## src/rtl/sar_search_pkg.sv

```systemverilog
// Shared types for the successive-approximation search controller: FSM states,
// comparator flag classes and the flag-to-class mapping used by the decoder.
package sar_search_pkg;

    localparam int SAR_DEFAULT_WIDTH = 4;

    typedef enum logic {
        IDLE,
        TEST
    } sar_state_e;

    typedef enum logic [1:0] {
        CMP_LT,
        CMP_EQ,
        CMP_GT,
        CMP_INVALID
    } cmp_class_e;

    // Exact-match case: X or Z on any flag falls through to CMP_INVALID.
    function automatic cmp_class_e decodeFlags(input logic lt, input logic eq, input logic gt);
        cmp_class_e flagClass;
        case ({lt, eq, gt})
            3'b100:  flagClass = CMP_LT;
            3'b010:  flagClass = CMP_EQ;
            3'b001:  flagClass = CMP_GT;
            default: flagClass = CMP_INVALID;
        endcase
        return flagClass;
    endfunction

endpackage

```

## src/rtl/cmp_flag_decoder.sv

```systemverilog
// Combinational classifier for the comparator's less/equal/greater flags;
// anything other than a clean one-hot pattern is reported as CMP_INVALID.
import sar_search_pkg::*;

module cmp_flag_decoder (
    input  logic       lt_i,
    input  logic       eq_i,
    input  logic       gt_i,
    output cmp_class_e flagClass_o
);

    always_comb begin
        flagClass_o = decodeFlags(lt_i, eq_i, gt_i);
    end

endmodule

```

## src/rtl/sar_search_controller.sv

```systemverilog
// Successive-approximation search controller driving the comparator B operand.
// Define SAR_EARLY_EXIT_EN to finish a search as soon as the comparator reports EQ.
import sar_search_pkg::*;

module sar_search_controller #(
    parameter int WIDTH = SAR_DEFAULT_WIDTH
) (
    input  logic                       Clock_In,
    input  logic                       Reset_In,
    input  logic                       Start_In,
    output logic [WIDTH-1:0]           Trial_Out,
    input  logic                       A_Less_Than_B_In,
    input  logic                       A_Equal_To_B_In,
    input  logic                       A_Greater_Than_B_In,
    output logic                       Busy_Out,
    output logic                       Done_Out,
    output logic [WIDTH-1:0]           Result_Out,
    output logic [$clog2(WIDTH+1)-1:0] Cycles_Out,
    output logic                       Error_Out
);

    localparam int IW = $clog2(WIDTH);
    localparam int CW = $clog2(WIDTH + 1);

    sar_state_e        state_q, state_d;
    logic [WIDTH-1:0]  trial_q, trial_d;
    logic [IW-1:0]     bitIdx_q, bitIdx_d;
    logic [CW-1:0]     evalCount_q, evalCount_d;
    logic [WIDTH-1:0]  result_q, result_d;
    logic [CW-1:0]     cycles_q, cycles_d;
    logic              done_q, done_d;
    logic              error_q, error_d;

    cmp_class_e        flagClass;
    logic [WIDTH-1:0]  nextTrial;
    logic              finishNow;
    logic              abortNow;

    cmp_flag_decoder u_decoder (
        .lt_i        (A_Less_Than_B_In),
        .eq_i        (A_Equal_To_B_In),
        .gt_i        (A_Greater_Than_B_In),
        .flagClass_o (flagClass)
    );

    always_ff @(posedge Clock_In or posedge Reset_In) begin
        if (Reset_In) begin
            state_q     <= IDLE;
            trial_q     <= '0;
            bitIdx_q    <= '0;
            evalCount_q <= '0;
            result_q    <= '0;
            cycles_q    <= '0;
            done_q      <= 1'b0;
            error_q     <= 1'b0;
        end else begin
            state_q     <= state_d;
            trial_q     <= trial_d;
            bitIdx_q    <= bitIdx_d;
            evalCount_q <= evalCount_d;
            result_q    <= result_d;
            cycles_q    <= cycles_d;
            done_q      <= done_d;
            error_q     <= error_d;
        end
    end

    always_comb begin
        state_d     = state_q;
        trial_d     = trial_q;
        bitIdx_d    = bitIdx_q;
        evalCount_d = evalCount_q;
        result_d    = result_q;
        cycles_d    = cycles_q;
        done_d      = 1'b0;
        error_d     = error_q;
        nextTrial   = trial_q;
        finishNow   = 1'b0;
        abortNow    = 1'b0;

        case (state_q)
            IDLE: begin
                trial_d = '0;
                if (Start_In) begin
                    state_d     = TEST;
                    trial_d     = {1'b1, {(WIDTH-1){1'b0}}};
                    bitIdx_d    = IW'(WIDTH - 1);
                    evalCount_d = '0;
                    error_d     = 1'b0;
                end
            end

            TEST: begin
                evalCount_d = evalCount_q + CW'(1);

                // EQ keeps the bit like GT; only the early-exit build stops on it.
                case (flagClass)
                    CMP_LT: nextTrial[bitIdx_q] = 1'b0;
                    CMP_GT: nextTrial = trial_q;
                    CMP_EQ: begin
`ifdef SAR_EARLY_EXIT_EN
                        finishNow = 1'b1;
`else
                        finishNow = 1'b0;
`endif
                    end
                    default: abortNow = 1'b1;
                endcase

                if (abortNow) begin
                    state_d  = IDLE;
                    trial_d  = '0;
                    done_d   = 1'b1;
                    error_d  = 1'b1;
                    result_d = '0;
                    cycles_d = evalCount_q + CW'(1);
                end else if (finishNow || (bitIdx_q == '0)) begin
                    state_d  = IDLE;
                    trial_d  = '0;
                    done_d   = 1'b1;
                    result_d = nextTrial;
                    cycles_d = evalCount_q + CW'(1);
                end else begin
                    nextTrial[bitIdx_q - IW'(1)] = 1'b1;
                    trial_d  = nextTrial;
                    bitIdx_d = bitIdx_q - IW'(1);
                end
            end

            default: begin
                state_d = IDLE;
                trial_d = '0;
            end
        endcase
    end

    assign Trial_Out  = trial_q;
    assign Busy_Out   = (state_q == TEST);
    assign Done_Out   = done_q;
    assign Result_Out = result_q;
    assign Cycles_Out = cycles_q;
    assign Error_Out  = error_q;

endmodule

```

## config.mk

```make
export PLATFORM = sky130hd
export DESIGN_NAME = sar_search_controller
export DESIGN_NICKNAME = d
export VERILOG_FILES = /design/src/rtl/sar_search_pkg.sv /design/src/rtl/cmp_flag_decoder.sv /design/src/rtl/sar_search_controller.sv
export SDC_FILE = /design/constraint.sdc
export NUM_CORES = 1
export LEC_CHECK = 0
export CAP_MARGIN = 20
export CORE_ASPECT_RATIO = 0.7
export CORE_UTILIZATION = 50
export CTS_CLUSTER_DIAMETER = 60
export DETAILED_ROUTE_END_ITERATION = 8
export HOLD_SLACK_MARGIN = 0.1
export MAX_ROUTING_LAYER = met4
export PLACE_DENSITY_LB_ADDON = 0.15
export SLEW_MARGIN = 40
export SYNTH_ARGS = -nofsm -noshare
export SYNTH_HDL_FRONTEND = slang
export SYNTH_SLANG_ARGS = --single-unit
```

## constraint.sdc

```tcl
create_clock -name Clock_In -period 4.74 [get_ports Clock_In]
set_input_delay 0.948 -clock Clock_In [delete_from_list [all_inputs] [get_ports Clock_In]]
set_output_delay 0.948 -clock Clock_In [all_outputs]
set_load 0.005 [all_outputs]
```

## After elaboration in Yosys (flattened, before gate mapping)

Index checks and enable logic that the tools add are counted.

| cells by class | value |
|---|---|
| eq/ne operators | 9 |
| $add $sub $neg | 2 |
| multiplexer cells | 34 |
| reductions and logical operators | 10 |
| bitwise gates (word level) | 4 |
| order comparisons | 4 |

Operator list:

| kind | count |
|---|---|
| $mux W4 | 7 |
| $mux W1 | 13 |
| $mux W3 | 3 |
| $pmux W4 S2 | 1 |
| $lt A2 B3 Y1 const B | 2 |
| $mux W2 | 3 |
| $ne A2 B2 Y1 const B | 3 |
| $pmux W2 S3 | 1 |
| $pmux W3 S2 | 1 |
| $and A4 B4 Y4 | 1 |
| $demux W1 S2 | 2 |
| $ge A2 B1 Y1 const B | 2 |
| $logic_not A2 Y1 | 2 |
| $not A4 Y4 | 1 |
| $or A4 B4 Y4 | 1 |
| $pmux W1 S2 | 2 |
| $pmux W2 S2 | 1 |
| $reduce_and A2 Y1 | 2 |
| $add A3 B1 Y3 const B | 1 |
| $eq A3 B1 Y1 const B | 1 |
| $eq A3 B2 Y1 const B | 1 |
| $eq A3 B3 Y1 const B | 1 |
| $reduce_and A3 Y1 | 1 |
| $reduce_or A3 Y1 | 1 |
| other kinds (8) | 9 |

| word-level totals | value |
|---|---|
| input port bits | 6 |
| register bits | 19 |
| logic and storage cells | 71 |
| output and inout bits | 14 |

## Depth between registers and ports, before layout

Gate-level depths: netlist of the first run.

| logic depth | value |
|---|---|
| depth after elaboration | 12 |
| gate-level depth with buffers | 6 |
| depth with buffers taken out | 6 |

## Modules after synthesis

Synthesis of the first run repeated with hierarchy kept, for this count alone.

| second synthesis, totals | value |
|---|---|
| cells, all modules | 77 |
| area, all modules | 915.9 um^2 |

Modules (own cells, without submodules):

| module | area an instance (um^2) | cells each | sequential area each (um^2) | times used |
|---|---|---|---|---|
| sar_search_controller | 885.8 | 73 | 475.5 | 1 |
| cmp_flag_decoder | 30.0 | 4 | 0.0 | 1 |

## Worst setup path after synthesis of the first run

OpenSTA, ideal clock, no wires.

| timing path | value |
|---|---|
| path kind | in2reg |
| start | input port A_Greater_Than_B_In |
| end | register cycles_q[1] (netlist: Cycles_Out[1]) |
| cell stages on the path | 4 |
| setup time | 125 ps |
| slack | 2516 ps |
| required time | 4615 ps |
| path buffers | 1 |
| arrival time | 2100 ps |
| path through | buf_6 > or4b_4 > o211ai_4 > mux2_2 |

| between the ends | value |
|---|---|
| cells in the longest elaborated chain, start to end | 8 |
| elaborated cells between the ends (all ways) | 13 |
| those cells by class | eq/ne (5); mux (4); reduce/logical (4) |

Ends and longest elaborated chain:

| what | RTL line | RTL |
|---|---|---|
| from (decl) | sar_search_controller.sv:14 | `input logic A_Greater_Than_B_In,` |
| $eq A3 B1 Y1 (tied with other cells) | sar_search_pkg.sv:22 | `case ({lt, eq, gt})` |
| $pmux W2 S3 * | sar_search_pkg.sv:22 |  |
| $eq A2 B1 Y1 (tied with other cells) | sar_search_controller.sv:97 | `case (flagClass)` |
| $reduce_or A3 Y1 (no source line) * | - |  |
| $mux W1 * | sar_search_controller.sv:97 |  |
| $mux W1 * | sar_search_controller.sv:81 | `case (state_q)` |
| $reduce_bool A2 Y1 (no source line) | - |  |
| $reduce_and A2 Y1 (no source line) | - |  |
| to (signal assigned) | sar_search_controller.sv:62 | `cycles_q <= cycles_d;` |
| to (decl) | sar_search_controller.sv:30 | `logic [CW-1:0] cycles_q, cycles_d;` |

Every way passes the cells marked *; elsewhere a longest branch is shown, timed or not. The select of a mux whose other input is x is not followed.
A chain may end at the register's enable or synchronous reset.

## Worst setup path in the final report of the first run

| timing path | value |
|---|---|
| start | input port A_Less_Than_B_In |
| end | register cycles_q[1] (netlist: Cycles_Out[1]) |

| between the ends | value |
|---|---|
| cells in the longest elaborated chain, start to end | 8 |
| elaborated cells between the ends (all ways) | 13 |
| those cells by class | eq/ne (5); mux (4); reduce/logical (4) |

Ends and longest elaborated chain:

| what | RTL line | RTL |
|---|---|---|
| from (decl) | sar_search_controller.sv:12 | `input logic A_Less_Than_B_In,` |
| $eq A3 B1 Y1 (tied with other cells) | sar_search_pkg.sv:22 |  |
| $pmux W2 S3 * | sar_search_pkg.sv:22 |  |
| $eq A2 B1 Y1 (tied with other cells) | sar_search_controller.sv:97 |  |
| $reduce_or A3 Y1 (no source line) * | - |  |
| $mux W1 * | sar_search_controller.sv:97 |  |
| $mux W1 * | sar_search_controller.sv:81 |  |
| $reduce_bool A2 Y1 (no source line) | - |  |
| $reduce_and A2 Y1 (no source line) | - |  |

Marks and branches as above.

==> results of run 1 <==
final timing paths:
path	start	end	slack, ns	cells past startpoint
worst min-delay path	Result_Out[1]	Result_Out[1]	0.51	1
worst min register to register	Result_Out[1]	Result_Out[1]	0.51	1
min in group asynchronous	Reset_In	Result_Out[2]	0.96	2
worst max-delay path	A_Less_Than_B_In	Cycles_Out[1]	2.28	4
worst max register to register	bitIdx_q[0]	Cycles_Out[1]	2.58	5
max in group asynchronous	Reset_In	bitIdx_q[1]	3.45	2
area by class of cell:
cell class	instances	share of cell area, %
clock buffer	4	2.16
inverter	13	4.43
multi-input combinational	56	36.3
sequential	19	39.2
tap	22	2.27
timing repair buffer	19	15.7
critical path, stage by stage:
cell and delay [ns]:
sky130_fd_sc_hd__clkdlybuf4s50_1 0.53, sky130_fd_sc_hd__or4b_4 0.60, sky130_fd_sc_hd__o211ai_4 0.19, sky130_fd_sc_hd__mux2_2 0.38
layout by cell type, fill, tap and decap left out, types with 3 or more instances in the layout:
| master | count |
|---|---|
| sky130_fd_sc_hd__dfrtp_1 | 19 |
| sky130_fd_sc_hd__inv_1 | 11 |
| sky130_fd_sc_hd__o211ai_1 | 3 |
| sky130_fd_sc_hd__o21ai_0 | 6 |
| sky130_fd_sc_hd__nor2_1 | 3 |
| sky130_fd_sc_hd__clkbuf_4 | 3 |
| sky130_fd_sc_hd__nand2_1 | 7 |
| sky130_fd_sc_hd__a21oi_1 | 4 |
| sky130_fd_sc_hd__ha_1 | 6 |
| sky130_fd_sc_hd__clkdlybuf4s50_1 | 19 |
registers in the layout, indices dropped and copies added, names as in the netlist:
| register | cells |
|---|---|
| evalCount_q | 3 |
| bitIdx_q | 2 |
| Error_Out | 1 |
| Done_Out | 1 |
| Busy_Out | 1 |
| Result_Out | 4 |
| Trial_Out | 4 |
| Cycles_Out | 3 |
metal layers:
layer  wire length (µm)  track usage, %
met1                993            32.8
met2                851            32.8
met3                 90            7.06
met4                 15            5.63
met5                  0               -
stage by stage:
step	util (%)	hold slack, ns
final	65.5	0.505
after global routing	65.5	0.521
after CTS	65.5	0.512
after detailed placement	64.0	0.484
after global placement	64.0	0.479
after floorplan	-	0.468
cell families after synthesis:
family                     after synthesis  share of synthesized area, %
AOI/OAI and AO/OA                       26                          19.9
DFF                                     19                          48.1
and+or+nand+nor                         17                          9.87
buffers and inverters                   16                          7.34
adders and majority gates                6                          7.59
xor gates and xnor gates                 4                          3.54
muxes                                    3                          3.67
power breakdown:
group | switching [µW] | internal [µW]
registers | 58.5 | 215
logic | 129 | 149
clock network | 46.7 | 32.7
==> impl_results.rst, run 1 <==
.. list-table::
   :header-rows: 1

   * - Metric
     - Value
   * - Status
     - complete, no violations
   * - Synth area leaders
     - sky130_fd_sc_hd__dfrtp_1 48%, sky130_fd_sc_hd__ha_1 7.6%, sky130_fd_sc_hd__inv_1 4.6%
   * - Number of buffers inserted during clock tree synthesis
     - 3
   * - Multi-input gate area in the final layout
     - 440 µm²
   * - Worst rel slew slack
     - 55.6%
   * - WL final
     - 1950 µm
   * - Final routed DRC violation total
     - 0
   * - Pin count of the biggest net entering global routing
     - 20
   * - Antenna violations before repair
     - 0
   * - Sequential area share after synthesis
     - 48.1%
   * - Antenna viol nets, final
     - 0
   * - Share of final-layout standard cells stronger than drive strength 1
     - 11.7%
   * - Cell area after placement
     - 1190 µm²
   * - Minimum setup slack after placement
     - 1.97 ns
   * - Setup repair after global routing missed its margin
     - false
   * - Num ports
     - 20
   * - Reported leakage power
     - 0.000541 µW
   * - Synthesized cell area
     - 988 µm²
   * - Diodes inserted
     - 0
   * - Number of sinks driven by the clock tree
     - 19
   * - Class of the tightest hold or removal check
     - flop to flop
   * - Warning count from the yosys run
     - 0
   * - Final critical-path setup slack
     - 2.28 ns
   * - Count of final hold-check violations
     - 0
   * - Effective utilization at floorplan
     - 53.3%
   * - Sequential cell area
     - 475 µm²
   * - Vias in the first global route
     - 682
   * - Max-slew violation count
     - 0
   * - Die area
     - 2160 µm²
   * - Fin nets
     - 124
   * - Critical path class
     - input port to flop
   * - Portion of synthesized cell area occupied by the leading cell type
     - 48.1%
   * - Drt first-iter violations
     - 12
   * - TritonCTS clock tree
     - done
   * - Finish-stage setup viols
     - 0
   * - Final-layout setup total negative slack
     - 0 ns
   * - Post-synthesis register bit count
     - 19
   * - Detail-routed via count per cell
     - 5.49
   * - Highest ir drop seen on vdd
     - 0.000381 V
   * - Count of buffers added by post-CTS timing repair for setup
     - 0
   * - Count leader, synth
     - sky130_fd_sc_hd__dfrtp_1
   * - Max Root-Sink Buffers
     - 2
   * - Async set-reset flop share out of synthesis
     - 100%
   * - Wire length of the first global-routing pass
     - 3270 µm
   * - Most frequent cells after synthesis
     - 19 x sky130_fd_sc_hd__dfrtp_1, 12 x sky130_fd_sc_hd__inv_1, 7 x sky130_fd_sc_hd__nand2_1
   * - Total routing usage reported by global routing
     - 23.4%
   * - Average wire length per cell after detail routing
     - 14.7 µm
   * - Number of flops mapped to enable cells by yosys
     - 0
   * - Area growth from synthesis to layout
     - 22.8%
   * - Cell type contributing the most total cell area after synthesis
     - sky130_fd_sc_hd__dfrtp_1
   * - CTS H-tree depth
     - 1
   * - Cell at the root of the clock tree
     - sky130_fd_sc_hd__clkbuf_4
   * - Shortest clock period the worst path allows after layout
     - 2.46 ns
   * - Most instantiated flip-flop cell in the synthesis netlist
     - sky130_fd_sc_hd__dfrtp_1
   * - Slew at the pin closest to its max-slew limit
     - 0.662 ns
   * - Gate count after technology mapping
     - 91
   * - Power Dens Cells
     - 520 nW/µm²
   * - Final Total Pwr
     - 631 µW
   * - First-pass iteration count of the detailed router
     - 4
   * - Critical Path RT
     - 4.92 ns
   * - Post-Route Skew
     - 0.00403 ns
   * - Number of distinct library cell variants in the gate-level netlist after synthesis
     - 34
   * - Clock-pin transition on the worst setup and hold timing paths
     - 0.10 ns
   * - Vias after detailed routing
     - 730
   * - Area of the core
     - 1850 µm²
   * - Final worst path period share
     - 51.9%
   * - Sort of element at the end of the critical path
     - flop
   * - Quantity of I/O buffers inserted on ports
     - 19
   * - Width of the die
     - 55.1 µm
   * - Fmax
     - 406 MHz
   * - CP Launch Type
     - input port
   * - Fill cell count
     - 166
   * - Height of the chip
     - 39.2 µm
   * - Gp weighted congestion
     - 0.820
   * - Syn avg cell area
     - 10.9 µm²
   * - HPWL reported at the end of detailed placement
     - 1480 µm
   * - Overall overflow remaining after global route
     - 0
   * - Placed cell count
     - 129
   * - Clock latency at the later pin of the worst-skew pair
     - 0.29 ns
   * - Number of hold buffers added after CTS
     - 0
   * - Final cell area excluding filler cells
     - 1210 µm²
   * - Post-CTS resize count
     - 0
   * - Cell Count, Final, Fillers Out
     - 133
   * - Maximum fanout along the worst path
     - 7
   * - Post-Syn Nets
     - 103
   * - Arrival time of the worst setup path
     - 2.64 ns
   * - Max-cap violations
     - 0
   * - Row Count
     - 13
Power figures use the tool's default switching activity.
==> run 2, diff against run 1 <==
--- a/config.mk
+++ b/config.mk
@@ -7,7 +7,7 @@
 export LEC_CHECK = 0
 export CAP_MARGIN = 20
 export CORE_ASPECT_RATIO = 0.7
-export CORE_UTILIZATION = 50
+export CORE_UTILIZATION = 45
 export CTS_CLUSTER_DIAMETER = 60
 export DETAILED_ROUTE_END_ITERATION = 8
 export HOLD_SLACK_MARGIN = 0.1
==> constraint.sdc (replaced) <==
create_clock -name Clock_In -period 2.14 [get_ports Clock_In]
set_input_delay 0.428 -clock Clock_In [delete_from_list [all_inputs] [get_ports Clock_In]]
set_output_delay 0.428 -clock Clock_In [all_outputs]
set_load 0.005 [all_outputs]
==> run 2 against run 1 <==
Against the previous run:
- the flow now finishes with violations (design-rule violations)
- critical endpoint is now Busy_Out
- total power rose by 130%
- sequential share of layout area fell by 2.3 points
- global-route usage fell by 3.3 points
==> impl_results.rst, run 2 (synthesis gave the netlist of run 1 again) <==
.. list-table::
   :header-rows: 1

   * - Metric
     - Value
   * - Status
     - finished, violations left
   * - Violated checks
     - design-rule violations
   * - Number of sinks driven by the clock tree
     - 19 (unchanged)
   * - Worst rel slew slack
     - 74.9% (+19 points)
   * - Wire length of the first global-routing pass
     - 3240 µm (-0.83%)
   * - Antenna viol nets, final
     - 0 (unchanged)
   * - Critical path class
     - flop to primary output
   * - Multi-input gate area in the final layout
     - 440 µm² (unchanged)
   * - Width of the die
     - 58.0 µm (+5.2%)
   * - First-pass iteration count of the detailed router
     - 6 (+2)
   * - Area of the core
     - 1950 µm² (+5.3%)
   * - Worst Reg2Reg Path Length in Cells
     - 5 (unchanged)
   * - Reported leakage power
     - 0.000594 µW (+9.9%)
   * - Clock latency at the later pin of the worst-skew pair
     - 0.30 ns (about the same)
   * - Number of buffers and inverters on the critical path
     - 1 (unchanged)
   * - WL final
     - 1950 µm (unchanged)
   * - Crit path largest cell delay
     - 0.58 ns (-0.02 ns)
   * - HPWL reported at the end of detailed placement
     - 1470 µm (-0.49%)
   * - Hold Slack
     - 0.429 ns (-0.0765 ns)
   * - Clock-pin transition on the worst setup and hold timing paths
     - 0.11 ns (about the same)
   * - Highest ir drop seen on vdd
     - 0.000652 V (+71%)
   * - Post-Route Skew
     - 0.00937 ns (+0.00534 ns)
   * - Power Dens Cells
     - 1140 nW/µm² (+120%)
   * - Max Root-Sink Buffers
     - 2 (unchanged)
   * - Vias after detailed routing
     - 774 (+6.0%)
   * - Max-slew violation count
     - 0 (unchanged)
   * - Kind of cell adding the most delay to the critical path
     - flip-flops
   * - Setup repair after global routing missed its margin
     - false
   * - Height of the chip
     - 41.2 µm (+5.1%)
   * - Final worst path period share
     - 88.0%
   * - Gp weighted congestion
     - 0.812 (-1.0%)
   * - Antenna violations before repair
     - 0 (unchanged)
   * - Pin count of the biggest net entering global routing
     - 20 (unchanged)
   * - Average wire length per cell after detail routing
     - 13.6 µm (-7.0%)
   * - Area growth from synthesis to layout
     - 30.5%
   * - TritonCTS clock tree
     - done
   * - Fmax
     - 531 MHz
   * - Slew at the pin closest to its max-slew limit
     - 0.376 ns (-0.285 ns)
   * - Final Total Pwr
     - 1480 µW (+130%)
   * - Num ports
     - 20 (unchanged)
   * - Cell depth of the worst setup path
     - 1 (-3)
   * - CP Cell Sequence
     - clkdlybuf4s50_1
   * - Fin nets
     - 134 (+8.1%)
   * - Post-CTS resize count
     - 0 (unchanged)
   * - Sort of element at the end of the critical path
     - primary output
   * - Cell with the largest stage delay on the worst path
     - sky130_fd_sc_hd__dfrtp_1
   * - CTS H-tree depth
     - 1 (unchanged)
   * - Sequential cell area
     - 475 µm² (unchanged)
   * - Fill cell count
     - 164 (-1.2%)
   * - Number of buffers inserted during clock tree synthesis
     - 3 (unchanged)
   * - Arrival time of the worst setup path
     - 1.46 ns (-1.18 ns)
   * - Number of hold buffers added after CTS
     - 0 (unchanged)
   * - Detail-routed via count per cell
     - 5.41 (-1.4%)
   * - Count of buffers added by post-CTS timing repair for setup
     - 0 (unchanged)
   * - Count of final hold-check violations
     - 0 (unchanged)
   * - Row Count
     - 13 (unchanged)
   * - CP Launch Type
     - flop
   * - Share of final-layout standard cells stronger than drive strength 1
     - 19.8% (+8.1 points)
   * - Cell at the root of the clock tree
     - sky130_fd_sc_hd__clkbuf_4
   * - Maximum fanout along the worst path
     - 11 (+4)
   * - Shortest clock period the worst path allows after layout
     - 1.88 ns
   * - Diodes inserted
     - 0 (unchanged)
   * - Minimum setup slack after placement
     - -0.0220 ns (-1.99 ns)
   * - Max-cap violations
     - 0 (unchanged)
   * - Critical Path RT
     - 1.71 ns (-3.21 ns)
   * - Quantity of I/O buffers inserted on ports
     - 19 (unchanged)
   * - Commonest cells after routing, fill and taps aside
     - 19 x sky130_fd_sc_hd__dfrtp_1, 19 x sky130_fd_sc_hd__clkdlybuf4s50_1, 12 x sky130_fd_sc_hd__inv_1, 10 x sky130_fd_sc_hd__buf_4, 7 x sky130_fd_sc_hd__nand2_1
   * - Final routed DRC violation total
     - 1 (+1)
   * - Total routing usage reported by global routing
     - 20.1% (-3.3 points)
   * - Effective utilization at floorplan
     - 50.6% (-2.7 points)
   * - Finish-stage setup viols
     - 0 (unchanged)
   * - Class of the tightest hold or removal check
     - input port to asynchronous set/reset pin
   * - Die area
     - 2390 µm² (+11%)
   * - Vias in the first global route
     - 709 (+4.0%)
   * - Overall overflow remaining after global route
     - 0 (unchanged)
   * - Drt first-iter violations
     - 22 (+10)
   * - Final critical-path setup slack
     - 0.256 ns (-2.02 ns)
## run 2: path summary, 6_finish.rpt
path / slack (ns) / start / to
setup / recovery: 0.26 / Busy_Out / Busy_Out
hold / removal: 0.43 / Reset_In / Result_Out[2]
setup reg to reg: 0.33 / bitIdx_q[0] / Cycles_Out[1]
hold reg to reg: 0.50 / Result_Out[1] / Result_Out[1]
max in group asynchronous: 1.50 / Reset_In / Trial_Out[3]
min in group Clock_In: 0.50 / Result_Out[1] / Result_Out[1]
## run 2: worst register-to-register path, delay by kind of cell, from the launching register on
family          cells  cell delay [ns]
simple gates        1             0.50
compound gates      1             0.16
flops               1             0.36
mux                 1             0.37
fa+ha+maj           1             0.24
buf+inv             1             0.07
## run 2: power by group
group	switching [µW]	leakage [µW]	internal, µW
Combinational	335	0.000335	390
Sequential	92.7	0.000241	477
Clock	112	0.0000177	69.7
## run 2: routing by layer
| layer | track usage, % | part of all wire [%] | wire length [µm] | vias up |
|---|---|---|---|---|
| met3 | 5.68 | 5.0 | 97 | 2 |
| met4 | 5.95 | 0.41 | 8 | 0 |
| met5 | - | 0 | 0 | - |
| met1 | 26.0 | 51 | 998 | 367 |
| met2 | 31.6 | 43 | 847 | 21 |
| li1 | - | - | - | 384 |
## run 2: area by class of cell
type / instances / area share (%)
Clock buffer: 3 / 1.75
Clock inverter: 1 / 0.388
Inverter: 13 / 4.17
Multi-Input combinational cell: 56 / 34.1
Sequential cell: 19 / 36.9
Tap cell: 22 / 2.13
Timing Repair Buffer: 29 / 20.6
## run 2: stage by stage
step                std cells  cell area [µm²]  setup TNS (ns)  utilization, %
global route              143             1290               0            66.1
finish                    143             1290               0            66.1
floorplan                  91              988               0               -
CTS                       143             1290               0            66.1
detailed placement        139             1260         -0.0229            64.7
global placement          139             1260               0            64.7
==> run 3, diff against run 2 <==
--- a/config.mk
+++ b/config.mk
@@ -12,7 +12,9 @@
 export DETAILED_ROUTE_END_ITERATION = 8
 export HOLD_SLACK_MARGIN = 0.1
 export MAX_ROUTING_LAYER = met4
-export PLACE_DENSITY_LB_ADDON = 0.15
+export PLACE_DENSITY = 0.8
+export REMOVE_ABC_BUFFERS = 1
+export SETUP_SLACK_MARGIN = 0.05
 export SLEW_MARGIN = 40
 export SYNTH_ARGS = -nofsm -noshare
 export SYNTH_HDL_FRONTEND = slang
==> run 3 against run 2 <==
Against the previous run:
- the flow still finishes with violations (design-rule violations)
- clock power barely moved
- core utilization fell by 0.38 points
- critical path depth did not move
- worst setup slack got worse by 0.038 ns
- worst hold slack improved by 0.0061 ns
- sequential power rose by 0.7%
- global-route usage rose by 0.10 points
- clock skew rose by 0.0048 ns
- highest routed layer unchanged
==> impl_results.rst, run 3 (synthesis gave the netlist of run 1 again) <==
.. list-table::
   :header-rows: 1

   * - Metric
     - Value
   * - Worst flop-to-flop path endpoint
     - Cycles_Out[1]
   * - Count of buffers added by post-CTS timing repair for setup
     - 0 (unchanged)
   * - Drt first-iter violations
     - 28 (+27%)
   * - Number of buffers and inverters on the critical path
     - 1 (unchanged)
   * - Number of buffers inserted during clock tree synthesis
     - 3 (unchanged)
   * - Width of the die
     - 58.0 µm (unchanged)
   * - Finish-stage setup viols
     - 0 (unchanged)
   * - TritonCTS clock tree
     - done
   * - Diodes inserted
     - 0 (unchanged)
   * - Placed cell count
     - 138 (-0.72%)
   * - Fmax
     - 520 MHz (-2.0%)
   * - Cell Count, Final, Fillers Out
     - 142 (-0.70%)
   * - Setup repair after global routing missed its margin
     - false
   * - Clock latency at the later pin of the worst-skew pair
     - 0.30 ns (about the same)
   * - Number of sinks driven by the clock tree
     - 19 (unchanged)
   * - Clock-pin transition on the worst setup and hold timing paths
     - 0.11 ns (about the same)
   * - Highest ir drop seen on vdd
     - 0.000740 V (+13%)
   * - Count of final hold-check violations
     - 0 (unchanged)
   * - Post-Route Skew
     - 0.0142 ns (+0.00479 ns)
   * - HPWL reported at the end of detailed placement
     - 1560 µm (+6.4%)
   * - Commonest cells after routing, fill and taps aside
     - 19 x sky130_fd_sc_hd__dfrtp_1, 19 x sky130_fd_sc_hd__clkdlybuf4s50_1, 12 x sky130_fd_sc_hd__inv_1, 9 x sky130_fd_sc_hd__buf_4, 7 x sky130_fd_sc_hd__nand2_1
   * - Detail-routed via count per cell
     - 5.34 (-1.4%)
   * - Area growth from synthesis to layout
     - 29.7%
   * - Slack of the worst reg-to-reg path
     - 0.30 ns (-0.03 ns)
   * - Max-slew violation count
     - 0 (unchanged)
   * - Number of hold buffers added after CTS
     - 0 (unchanged)
   * - Critical path class
     - flop to primary output
   * - Final-layout setup total negative slack
     - 0 ns (unchanged)
   * - Reported leakage power
     - 0.000590 µW (-0.67%)
   * - Max Root-Sink Buffers
     - 2 (unchanged)
   * - Fill cell count
     - 174 (+6.1%)
   * - Critical Path RT
     - 1.71 ns (about the same)
   * - Quantity of I/O buffers inserted on ports
     - 19 (unchanged)
   * - Fin nets
     - 133 (-0.75%)
   * - Vias after detailed routing
     - 758 (-2.1%)
   * - Max-cap violations
     - 0 (unchanged)
   * - Worst Reg2Reg Path Length in Cells
     - 5 (unchanged)
   * - Class of the tightest hold or removal check
     - input port to asynchronous set/reset pin
   * - Power Dens Cells
     - 1150 nW/µm² (+0.35%)
   * - WL final
     - 2030 µm (+4.0%)
   * - First-pass iteration count of the detailed router
     - 6 (unchanged)
   * - Row Count
     - 13 (unchanged)
   * - Post-CTS resize count
     - 0 (unchanged)
   * - CTS H-tree depth
     - 1 (unchanged)
   * - Final routed DRC violation total
     - 3 (+2)
   * - Worst rel slew slack
     - 71.8% (-3.2 points)
   * - CP Cell Sequence
     - clkdlybuf4s50_1
   * - Antenna viol nets, final
     - 0 (unchanged)
   * - Maximum fanout along the worst path
     - 11 (unchanged)
   * - Area of the core
     - 1950 µm² (unchanged)
   * - Sort of element at the end of the critical path
     - primary output
   * - Status
     - finished, violations left
   * - Overall overflow remaining after global route
     - 0 (unchanged)
   * - Worst r2r src
     - bitIdx_q[0]
   * - Vias in the first global route
     - 668 (-5.8%)
   * - Num ports
     - 20 (unchanged)
   * - Height of the chip
     - 41.2 µm (unchanged)
   * - Final Total Pwr
     - 1470 µW (-0.23%)
   * - Shortest clock period the worst path allows after layout
     - 1.92 ns (+0.0384 ns)
   * - Arrival time of the worst setup path
     - 1.49 ns (+0.03 ns)
   * - Slew at the pin closest to its max-slew limit
     - 0.422 ns (+0.0454 ns)
   * - Wire length of the first global-routing pass
     - 3220 µm (-0.65%)
   * - Effective utilization at floorplan
     - 50.6% (unchanged)
   * - Die area
     - 2390 µm² (unchanged)
   * - Violated checks
     - design-rule violations
   * - Antenna violations before repair
     - 0 (unchanged)
   * - Average wire length per cell after detail routing
     - 14.3 µm (+4.7%)
   * - Final worst path period share
     - 89.8% (+1.8 points)
   * - Kind of cell adding the most delay to the critical path
     - flip-flops
   * - Share of final-layout standard cells stronger than drive strength 1
     - 19.2% (-0.67 points)
   * - Cell with the largest stage delay on the worst path
     - sky130_fd_sc_hd__dfrtp_1
   * - Pin count of the biggest net entering global routing
     - 20 (unchanged)
   * - Total routing usage reported by global routing
     - 20.3% (+0.10 points)
   * - Minimum setup slack after placement
     - 0.0103 ns (+0.0323 ns)
   * - Cell at the root of the clock tree
     - sky130_fd_sc_hd__clkbuf_4
   * - Gp weighted congestion
     - 0.811 (about the same)
   * - Final critical-path setup slack
     - 0.218 ns (-0.0384 ns)
   * - CP Launch Type
     - flop
   * - Crit path largest cell delay
     - 0.60 ns (+0.02 ns)
[run 3: how the worst max path moves through the flow]
stage	start	to	slack [ns]	cells after the start
CTS	Busy_Out	Busy_Out	0.22	1
global placement	A_Greater_Than_B_In	Result_Out[3]	0.06	5
floorplan	bitIdx_q[0]	Cycles_Out[1]	0.19	5
detailed placement	A_Less_Than_B_In	Result_Out[2]	0.01	5
finish	Busy_Out	Busy_Out	0.22	1
global route	Busy_Out	Busy_Out	0.13	1
[run 3: area by class of cell]
type	instances	area (µm²)	area share, %
Clock buffer	3	22.5	1.76
Clock inverter	1	5.00	0.390
Inverter	13	53.8	4.20
Multi-Input combinational cell	56	440	34.3
Sequential cell	19	475	37.1
Tap cell	22	27.5	2.15
Timing Repair Buffer	28	258	20.1
[run 3: power by group]
group / internal, µW / switching, µW / total (µW) / leakage [µW]
sequential: 477 / 97.1 / 574 / 0.000241
clock: 69.7 / 109 / 179 / 0.0000177
combinational: 385 / 335 / 720 / 0.000331
[run 3: worst reg2reg max path, cell delays in order (launching register included)]
cell                       delay (ns)
sky130_fd_sc_hd__dfrtp_1         0.37
sky130_fd_sc_hd__inv_1           0.08
sky130_fd_sc_hd__ha_1            0.24
sky130_fd_sc_hd__or4b_4          0.50
sky130_fd_sc_hd__o211ai_4        0.16
sky130_fd_sc_hd__mux2_2          0.38
[run 3: per-stage QoR]
step,utilization (%),hold slack [ns],area (µm²)
6_report,65.7,0.435,1280
5_1_grt,65.7,0.443,1280
4_1_cts,65.7,0.443,1280
3_5_place_dp,64.3,0.483,1250
3_3_place_gp,64.3,0.481,1250
2_1_floorplan,-,0.379,970
[run 3: metal layers]
layer	GRT usage (%)	up-vias	part of all wire (%)
li1	-	376	-
met1	26.2	361	50
met2	31.9	19	45
met3	6.62	2	4.8
met4	3.57	0	0.44
met5	-	-	0
